[config.mk]
export PLATFORM = sky130hd
export DESIGN_NAME = kmeans_scheduler
export DESIGN_NICKNAME = d
export VERILOG_FILES = /design/src/rtl/kmeans_scheduler.sv
export SDC_FILE = /design/constraint.sdc
export NUM_CORES = 1
export LEC_CHECK = 0
export CAP_MARGIN = 20
export CORE_AREA = 8 8 200 202
export DETAILED_ROUTE_END_ITERATION = 7
export DIE_AREA = 0 0 208 210
export DONT_BUFFER_PORTS = 1
export HOLD_SLACK_MARGIN = 0.03
export SLEW_MARGIN = 15
export SYNTH_ARGS = -nofsm -noshare
export SYNTH_HDL_FRONTEND = slang
export SYNTH_SLANG_ARGS = --single-unit
export TNS_END_PERCENT = 20
[constraint.sdc]
create_clock -name clk_in -period 3.6 [get_ports clk_in]
set_input_delay 0.72 -clock clk_in [delete_from_list [all_inputs] [get_ports clk_in]]
set_output_delay 0.72 -clock clk_in [all_outputs]
set_load 0.01 [all_outputs]
[src/rtl/kmeans_scheduler.sv]
// Per-frame sequencer for the k_means centroid tracker: reset, seed, frame-align, compute, publish.
// Latency: publish lands 1 cycle after km_valid_in; km_new_frame_out is combinational from new_frame_in.
// Backpressure: none; frame strobes arriving while clustering are dropped and counted (KMEANS_SCHED_STATS_EN).
module kmeans_scheduler #(
  parameter int WIDTH           = 320,
  parameter int HEIGHT          = 180,
  parameter int COMPUTE_TIMEOUT = 1000000
) (
  input  logic        clk_in,
  input  logic        rst_n_in,
  input  logic        enable_in,
  input  logic        new_frame_in,
  input  logic [2:0]  num_balls_in,
  input  logic [8:0]  seed_x_in [6:0],
  input  logic [7:0]  seed_y_in [6:0],
  input  logic        km_valid_in,
  input  logic [8:0]  km_x_in [6:0],
  input  logic [7:0]  km_y_in [6:0],
  output logic        km_rst_out,
  output logic        km_new_frame_out,
  output logic [2:0]  km_num_balls_out,
  output logic [8:0]  km_seed_x_out [6:0],
  output logic [7:0]  km_seed_y_out [6:0],
  output logic [8:0]  centroids_x_out [6:0],
  output logic [7:0]  centroids_y_out [6:0],
  output logic        centroids_valid_out,
  output logic        timeout_out,
  output logic [15:0] drop_count_out,
  output logic [23:0] compute_cycles_out
);

  // Bounds are widened by one bit so a parameter equal to the field range still compares correctly.
  localparam logic [9:0]  WIDTH_L  = 10'(WIDTH);
  localparam logic [8:0]  HEIGHT_L = 9'(HEIGHT);
  localparam logic [23:0] TMO_LAST = 24'(COMPUTE_TIMEOUT - 1);

  typedef enum logic [2:0] {
    S_IDLE,
    S_KM_RST,
    S_SYNC,
    S_STORE,
    S_COMPUTE
  } state_e;

  state_e      state_q, state_d;
  logic [23:0] cnt_q, cnt_d;
  logic        timeout_q, timeout_d;
  logic        force_seed_q, force_seed_d;
  logic [2:0]  num_balls_q, num_balls_d;
  logic        valid_q, valid_d;
  logic [8:0]  seed_x_q [6:0];
  logic [7:0]  seed_y_q [6:0];
  logic [8:0]  seed_x_d [6:0];
  logic [7:0]  seed_y_d [6:0];
  logic [8:0]  cent_x_q [6:0];
  logic [7:0]  cent_y_q [6:0];
  logic [8:0]  cent_x_d [6:0];
  logic [7:0]  cent_y_d [6:0];

  logic in_compute;
  logic publish;
  logic tmo_hit;
  logic use_default_seed;

  // A result in the final allowed cycle wins over the timeout.
  assign in_compute       = (state_q == S_COMPUTE);
  assign publish          = in_compute & km_valid_in;
  assign tmo_hit          = in_compute & ~km_valid_in & (cnt_q == TMO_LAST);
  assign use_default_seed = force_seed_q | (num_balls_q != num_balls_in);

  // State register.
  always_ff @(posedge clk_in or negedge rst_n_in) begin
    if (!rst_n_in) state_q <= S_IDLE;
    else           state_q <= state_d;
  end

  // Next-state decode plus k_means reset and gated frame strobe.
  always_comb begin
    state_d          = state_q;
    km_rst_out       = 1'b0;
    km_new_frame_out = 1'b0;
    case (state_q)
      S_IDLE: begin
        km_rst_out = 1'b1;
        if (enable_in) state_d = S_KM_RST;
      end
      S_KM_RST: begin
        km_rst_out = 1'b1;
        state_d    = S_SYNC;
      end
      S_SYNC: begin
        if (!enable_in)        state_d = S_IDLE;
        else if (new_frame_in) state_d = S_STORE;
      end
      S_STORE: begin
        // Mask storage now holds a full frame; the next boundary starts clustering.
        km_new_frame_out = new_frame_in;
        if (new_frame_in) state_d = S_COMPUTE;
      end
      S_COMPUTE: begin
        if (km_valid_in) state_d = enable_in ? S_KM_RST : S_IDLE;
        else if (tmo_hit) state_d = S_KM_RST;
      end
      default: state_d = S_IDLE;
    endcase
  end

  // Compute-cycle counter, status flags and ball-count latch next values.
  always_comb begin
    cnt_d        = in_compute ? (cnt_q + 24'd1) : 24'd0;
    timeout_d    = timeout_q | tmo_hit;
    force_seed_d = force_seed_q;
    num_balls_d  = num_balls_q;
    valid_d      = publish;
    if (tmo_hit) force_seed_d = 1'b1;
    if (state_q == S_KM_RST) begin
      force_seed_d = 1'b0;
      num_balls_d  = num_balls_in;
    end
  end

  // Control registers.
  always_ff @(posedge clk_in or negedge rst_n_in) begin
    if (!rst_n_in) begin
      cnt_q        <= 24'd0;
      timeout_q    <= 1'b0;
      force_seed_q <= 1'b1;
      num_balls_q  <= 3'd0;
      valid_q      <= 1'b0;
    end else begin
      cnt_q        <= cnt_d;
      timeout_q    <= timeout_d;
      force_seed_q <= force_seed_d;
      num_balls_q  <= num_balls_d;
      valid_q      <= valid_d;
    end
  end

  // Seeds change only in KM_RST: defaults after reset/timeout/ball-count change, else last published.
  always_comb begin
    for (int i = 0; i < 7; i++) begin
      seed_x_d[i] = seed_x_q[i];
      seed_y_d[i] = seed_y_q[i];
      if (state_q == S_KM_RST) begin
        seed_x_d[i] = use_default_seed ? seed_x_in[i] : cent_x_q[i];
        seed_y_d[i] = use_default_seed ? seed_y_in[i] : cent_y_q[i];
      end
    end
  end

  // Seed registers.
  always_ff @(posedge clk_in or negedge rst_n_in) begin
    if (!rst_n_in) begin
      for (int i = 0; i < 7; i++) begin
        seed_x_q[i] <= 9'd0;
        seed_y_q[i] <= 8'd0;
      end
    end else begin
      for (int i = 0; i < 7; i++) begin
        seed_x_q[i] <= seed_x_d[i];
        seed_y_q[i] <= seed_y_d[i];
      end
    end
  end

  // Publish filter: out-of-frame results (e.g. empty-cluster divide) keep the previous centroid.
  always_comb begin
    for (int i = 0; i < 7; i++) begin
      cent_x_d[i] = cent_x_q[i];
      cent_y_d[i] = cent_y_q[i];
      if (publish) begin
        if (3'(i) >= num_balls_q) begin
          cent_x_d[i] = 9'd0;
          cent_y_d[i] = 8'd0;
        end else if (({1'b0, km_x_in[i]} < WIDTH_L) && ({1'b0, km_y_in[i]} < HEIGHT_L)) begin
          cent_x_d[i] = km_x_in[i];
          cent_y_d[i] = km_y_in[i];
        end
      end
    end
  end

  // Published centroid registers.
  always_ff @(posedge clk_in or negedge rst_n_in) begin
    if (!rst_n_in) begin
      for (int i = 0; i < 7; i++) begin
        cent_x_q[i] <= 9'd0;
        cent_y_q[i] <= 8'd0;
      end
    end else begin
      for (int i = 0; i < 7; i++) begin
        cent_x_q[i] <= cent_x_d[i];
        cent_y_q[i] <= cent_y_d[i];
      end
    end
  end

`ifdef KMEANS_SCHED_STATS_EN
  logic [15:0] drop_q, drop_d;
  logic [23:0] cycles_q, cycles_d;

  // Frames lost while clustering (saturating) and duration of the last successful compute.
  always_comb begin
    drop_d   = drop_q;
    cycles_d = cycles_q;
    if (in_compute && new_frame_in && (drop_q != 16'hFFFF)) drop_d = drop_q + 16'd1;
    if (publish) cycles_d = cnt_q;
  end

  // Statistics registers.
  always_ff @(posedge clk_in or negedge rst_n_in) begin
    if (!rst_n_in) begin
      drop_q   <= 16'd0;
      cycles_q <= 24'd0;
    end else begin
      drop_q   <= drop_d;
      cycles_q <= cycles_d;
    end
  end

  assign drop_count_out     = drop_q;
  assign compute_cycles_out = cycles_q;
`else
  assign drop_count_out     = 16'd0;
  assign compute_cycles_out = 24'd0;
`endif

  assign km_num_balls_out    = num_balls_q;
  assign km_seed_x_out       = seed_x_q;
  assign km_seed_y_out       = seed_y_q;
  assign centroids_x_out     = cent_x_q;
  assign centroids_y_out     = cent_y_q;
  assign centroids_valid_out = valid_q;
  assign timeout_out         = timeout_q;

endmodule

==> results.md <==
Synthesis:
- After synthesis, the mean cell area works out to 11.45 sq um.
- The number of different library cells used by synthesis comes to 62.
- The most frequently used flop master after synthesis is sky130_fd_sc_hd__dfrtp_1.
- The Yosys warning count is 0.
- In this run, synthesis inferred 0 flip-flops with an integrated enable.
- The post-synthesis sequential element count is 271.
- For this run, the register share of the synthesized area comes to 0.5456.
- The cell count after synthesis came out at 1086.
- The netlist area before placement is 12430 sq um.
- The async set-reset flop share out of synthesis is 1.000.

Critical path:
- The critical path endpoint category is a flip-flop.
- The kind of cell adding the most delay to the critical path is simple AND/OR/NAND/NOR gates.
- The critical path goes through nand4bb_4, inv_2, nand2_1, a32o_1.
- Among all stages on the critical path, the largest delay is contributed by sky130_fd_sc_hd__nand4bb_4.
- Data on the critical path arrives at its endpoint at 2.93 ns.
- The maximum fanout count along the critical path is 19.
- The buffers plus inverters on the worst setup path is 1.
- The critical path is of the reg2reg type.
- STA puts the critical path data required time at 4.04 ns.
- The kind of launch point of the worst setup path is a flip-flop.
- The largest single stage delay on the critical path is 0.56 ns.

Final layout:
- Of the cells placed in the final design, the portion with a size suffix greater than 1 is 0.09309.
- Relative to the synthesized area, the layout overhead comes to 9.269%.
- Leaving out fill and tap cells, the most frequent cell in the layout is sky130_fd_sc_hd__dfrtp_1.
- The total number of nets in the final design is 1310.
- The final-layout fill cell count is 3614.
- The library cells used most frequently in the layout, excluding fill and tap cells, are sky130_fd_sc_hd__dfrtp_1 (270), sky130_fd_sc_hd__nor2_1 (144), sky130_fd_sc_hd__a21oi_1 (119), sky130_fd_sc_hd__mux2i_1 (119), sky130_fd_sc_hd__a22o_1 (81).

Job:
- The tool flagged a number of max-cap violations equal to 0.

Power and ir drop:
- The maximum vdd drop is 0.0004217 V.
- The static leakage power is 5.592 nW.
- The overall power is 0.01199 W.
- Power spread over the standard cell area amounts to 882.3 nW/um^2.

Die:
- In this run the standard cell core region covers 36960 sq um.
- The number of placement rows is 71.
- The initial standard-cell utilization of the core is 0.3364.
- In this run the horizontal extent of the chip is 208 um.
- The floorplan step set the die height to 210 um.
- During I/O placement, the number of pins put on the boundary was 531.
- The floorplan die area is 43680 sq um.

STA:
- The achievable frequency is 401.4 MHz.
- Summed over all failing endpoints, the final setup total negative slack is 0 ns.
- In the post-route analysis, the smallest setup slack over all paths is 1.109 ns.
- Setup violations remaining at the end of the flow were counted as 0.
- The post-route clock skew is 0.01108 ns.
- The worst hold margin is -0.1345 ns.
- For the pin with the worst max-slew slack, the measured transition is 1.273 ns.
- Of the available clock period, the critical path in the final layout requires 0.6919.
- For the finished layout, the period the worst path requires is 2.491 ns.
- The count of endpoints failing hold in the final timing report is 78.
- Setup repair after global routing left no endpoint under its margin.
- The number of max-slew violations in the final report is 0.
- The headroom to the max-slew limit is 0.1514.

Placed design:
- The minimum setup slack after placement is 0.9320 ns.
- The number of buffers inserted by port buffering is 0.
- The congestion estimate from routability-driven global placement came to 0.8296.
- The half-perimeter wire length after placement is 30140 um.

Route:
- Detailed routing inserted a total of 8577 vias.
- The initial detailed-routing violation count is 631.
- The count of unresolved DRC violations after routing is 0.
- In the final routed layout, each cell accounts on average for 25.57 um.
- Summed over all layers, the routed wires come to 39890 um.
- The number of iterations in the first detailed-routing pass is 5.
- In the routed layout, each cell is associated on average with a via count of 5.498.
- The count of antenna-violating nets left after detailed routing is 0.

CTS:
- The clock tree from TritonCTS is done.
- Clock-pin slew was measured on the worst setup and hold paths at 0.06 ns.
- The depth of the CTS H-tree is 1.
- The root buffer cell is sky130_fd_sc_hd__clkbuf_16.
- The post-CTS setup repair buffer count is 0.
- The number of resized instances in the post-cts repair step is 0.
- The number of clock sinks seen by CTS is 271.
- The latest clock arrival within the worst-skew pair is 0.56 ns.
- The longest clock path from root to sink contains 3 buffers.
- TritonCTS created 30 clock buffers.

Global routing:
- For this run, the total global-route usage over all layers was measured as 0.1729.
- The first global-routing pass estimated 59060 um of wire.
- The largest net degree at the start of global routing is 272.
- After global routing the overflow that remains totals 0.
- The via count of the first global-routing pass was 8593.
- The initial antenna violation count is 1.

Min path:
- The tightest min-delay check is of the in2async type.

Run status:
- The checks that failed: hold timing.
- The flow ran to the end, but the final reports show violations.
==> worst reg2reg max path, cell delays in order, from the launching register on <==
cell	delay, ns
sky130_fd_sc_hd__dfrtp_1	0.49
sky130_fd_sc_hd__nand4bb_4	0.56
sky130_fd_sc_hd__inv_2	0.46
sky130_fd_sc_hd__nand2_1	0.46
sky130_fd_sc_hd__a32o_1	0.42
==> final timing paths <==
check,from,end,slack (ns),cells past startpoint
worst max-delay path,state_q[1],centroids_y_out[8],1.11,4
worst min-delay path,rst_n_in,centroids_x_out[5],-0.13,0
worst max register to register,state_q[1],centroids_y_out[8],1.11,4
worst min register to register,cnt_q[0],cnt_q[0],0.48,1
max in group asynchronous,rst_n_in,centroids_y_out[10],2.70,0
min in group clk_in,km_y_in[36],centroids_y_out[36],0.29,1
==> layer usage <==
layer,part of all wire,track usage
met5,0.00033,0
met4,0.021,0.04454
met3,0.10,0.07055
met2,0.50,0.2959
met1,0.38,0.1998
==> cell type report <==
cell class | count | area [sq um] | share of cell area
Timing Repair Buffer | 16 | 195.2 | 0.01437
Sequential cell | 271 | 6783 | 0.4993
Tap cell | 474 | 593.1 | 0.04366
Multi-Input combinational cell | 736 | 4932 | 0.3631
Inverter | 8 | 30.03 | 0.002211
Clock inverter | 11 | 167.7 | 0.01234
Clock buffer | 43 | 880.8 | 0.06484
Antenna cell | 1 | 2.502 | 0.0001842
==> metrics by stage <==
| stage | cell area (sq um) | utilization | instances | hold slack (ns) |
|---|---|---|---|---|
| 5_1_grt | 13580 | 0.3675 | 1559 | -0.1707 |
| 6_report | 13580 | 0.3676 | 1560 | -0.1345 |
| 2_1_floorplan | 12580 | - | 1125 | 0.4244 |
| 4_1_cts | 13580 | 0.3674 | 1559 | -0.1743 |
| 3_3_place_gp | 12530 | 0.3390 | 1505 | 0.4337 |
| 3_5_place_dp | 12530 | 0.3390 | 1505 | 0.4335 |
==> power by group <==
part / internal [W] / switching [W]
clock: 0.00198 / 0.00126
combinational: 0.00135 / 0.00159
sequential: 0.00412 / 0.00168
==> logic make-up (layout without fill, tap and decap cells) <==
family | count (synthesis) | after routing | synth area share
buffers and inverters | 118 | 78 | 0.07035
muxes | 122 | 122 | 0.09853
adders and majority gates | 1 | 1 | 0.001006
other | 1 | 41 | 0.0003016
AOI/OAI and AO/OA | 312 | 312 | 0.1772
DFF | 271 | 271 | 0.5456
xor gates and xnor gates | 12 | 12 | 0.008454
and+or+nand+nor | 249 | 249 | 0.09853
==> synth_stat cells, types with 7 or more instances <==
master,count,area [sq um]
sky130_fd_sc_hd__o21a_1,8,60.06
sky130_fd_sc_hd__nand2_1,27,101.4
sky130_fd_sc_hd__a31oi_1,8,50.05
sky130_fd_sc_hd__a22o_1,81,709.4
sky130_fd_sc_hd__inv_1,7,26.28
sky130_fd_sc_hd__dfrtp_1,270,6756
sky130_fd_sc_hd__a21oi_1,119,595.6
sky130_fd_sc_hd__clkbuf_1,19,71.32
sky130_fd_sc_hd__nand3_1,13,65.06
sky130_fd_sc_hd__buf_2,26,130.1
sky130_fd_sc_hd__buf_12,12,240.2
sky130_fd_sc_hd__or4_1,8,60.06
sky130_fd_sc_hd__a32o_1,31,310.3
sky130_fd_sc_hd__o21ai_0,17,85.08
sky130_fd_sc_hd__xor2_1,7,61.31
sky130_fd_sc_hd__nor2_1,145,544.3
sky130_fd_sc_hd__a21oi_2,16,140.1
sky130_fd_sc_hd__nand4_1,8,50.05
sky130_fd_sc_hd__mux2i_1,119,1191
sky130_fd_sc_hd__o31ai_1,8,60.06
sky130_fd_sc_hd__buf_4,44,330.3
==> state kept, by name (all words and copies together) (netlist names) <==
name and count:
km_seed_y_out 56, force_seed_q 1, cnt_q 24, state_q 3
timeout_out 1, km_seed_x_out 63, centroids_y_out 56, centroids_valid_out 1
km_num_balls_out 3, centroids_x_out 63
Note: power is estimated with default switching activity, not from simulation.
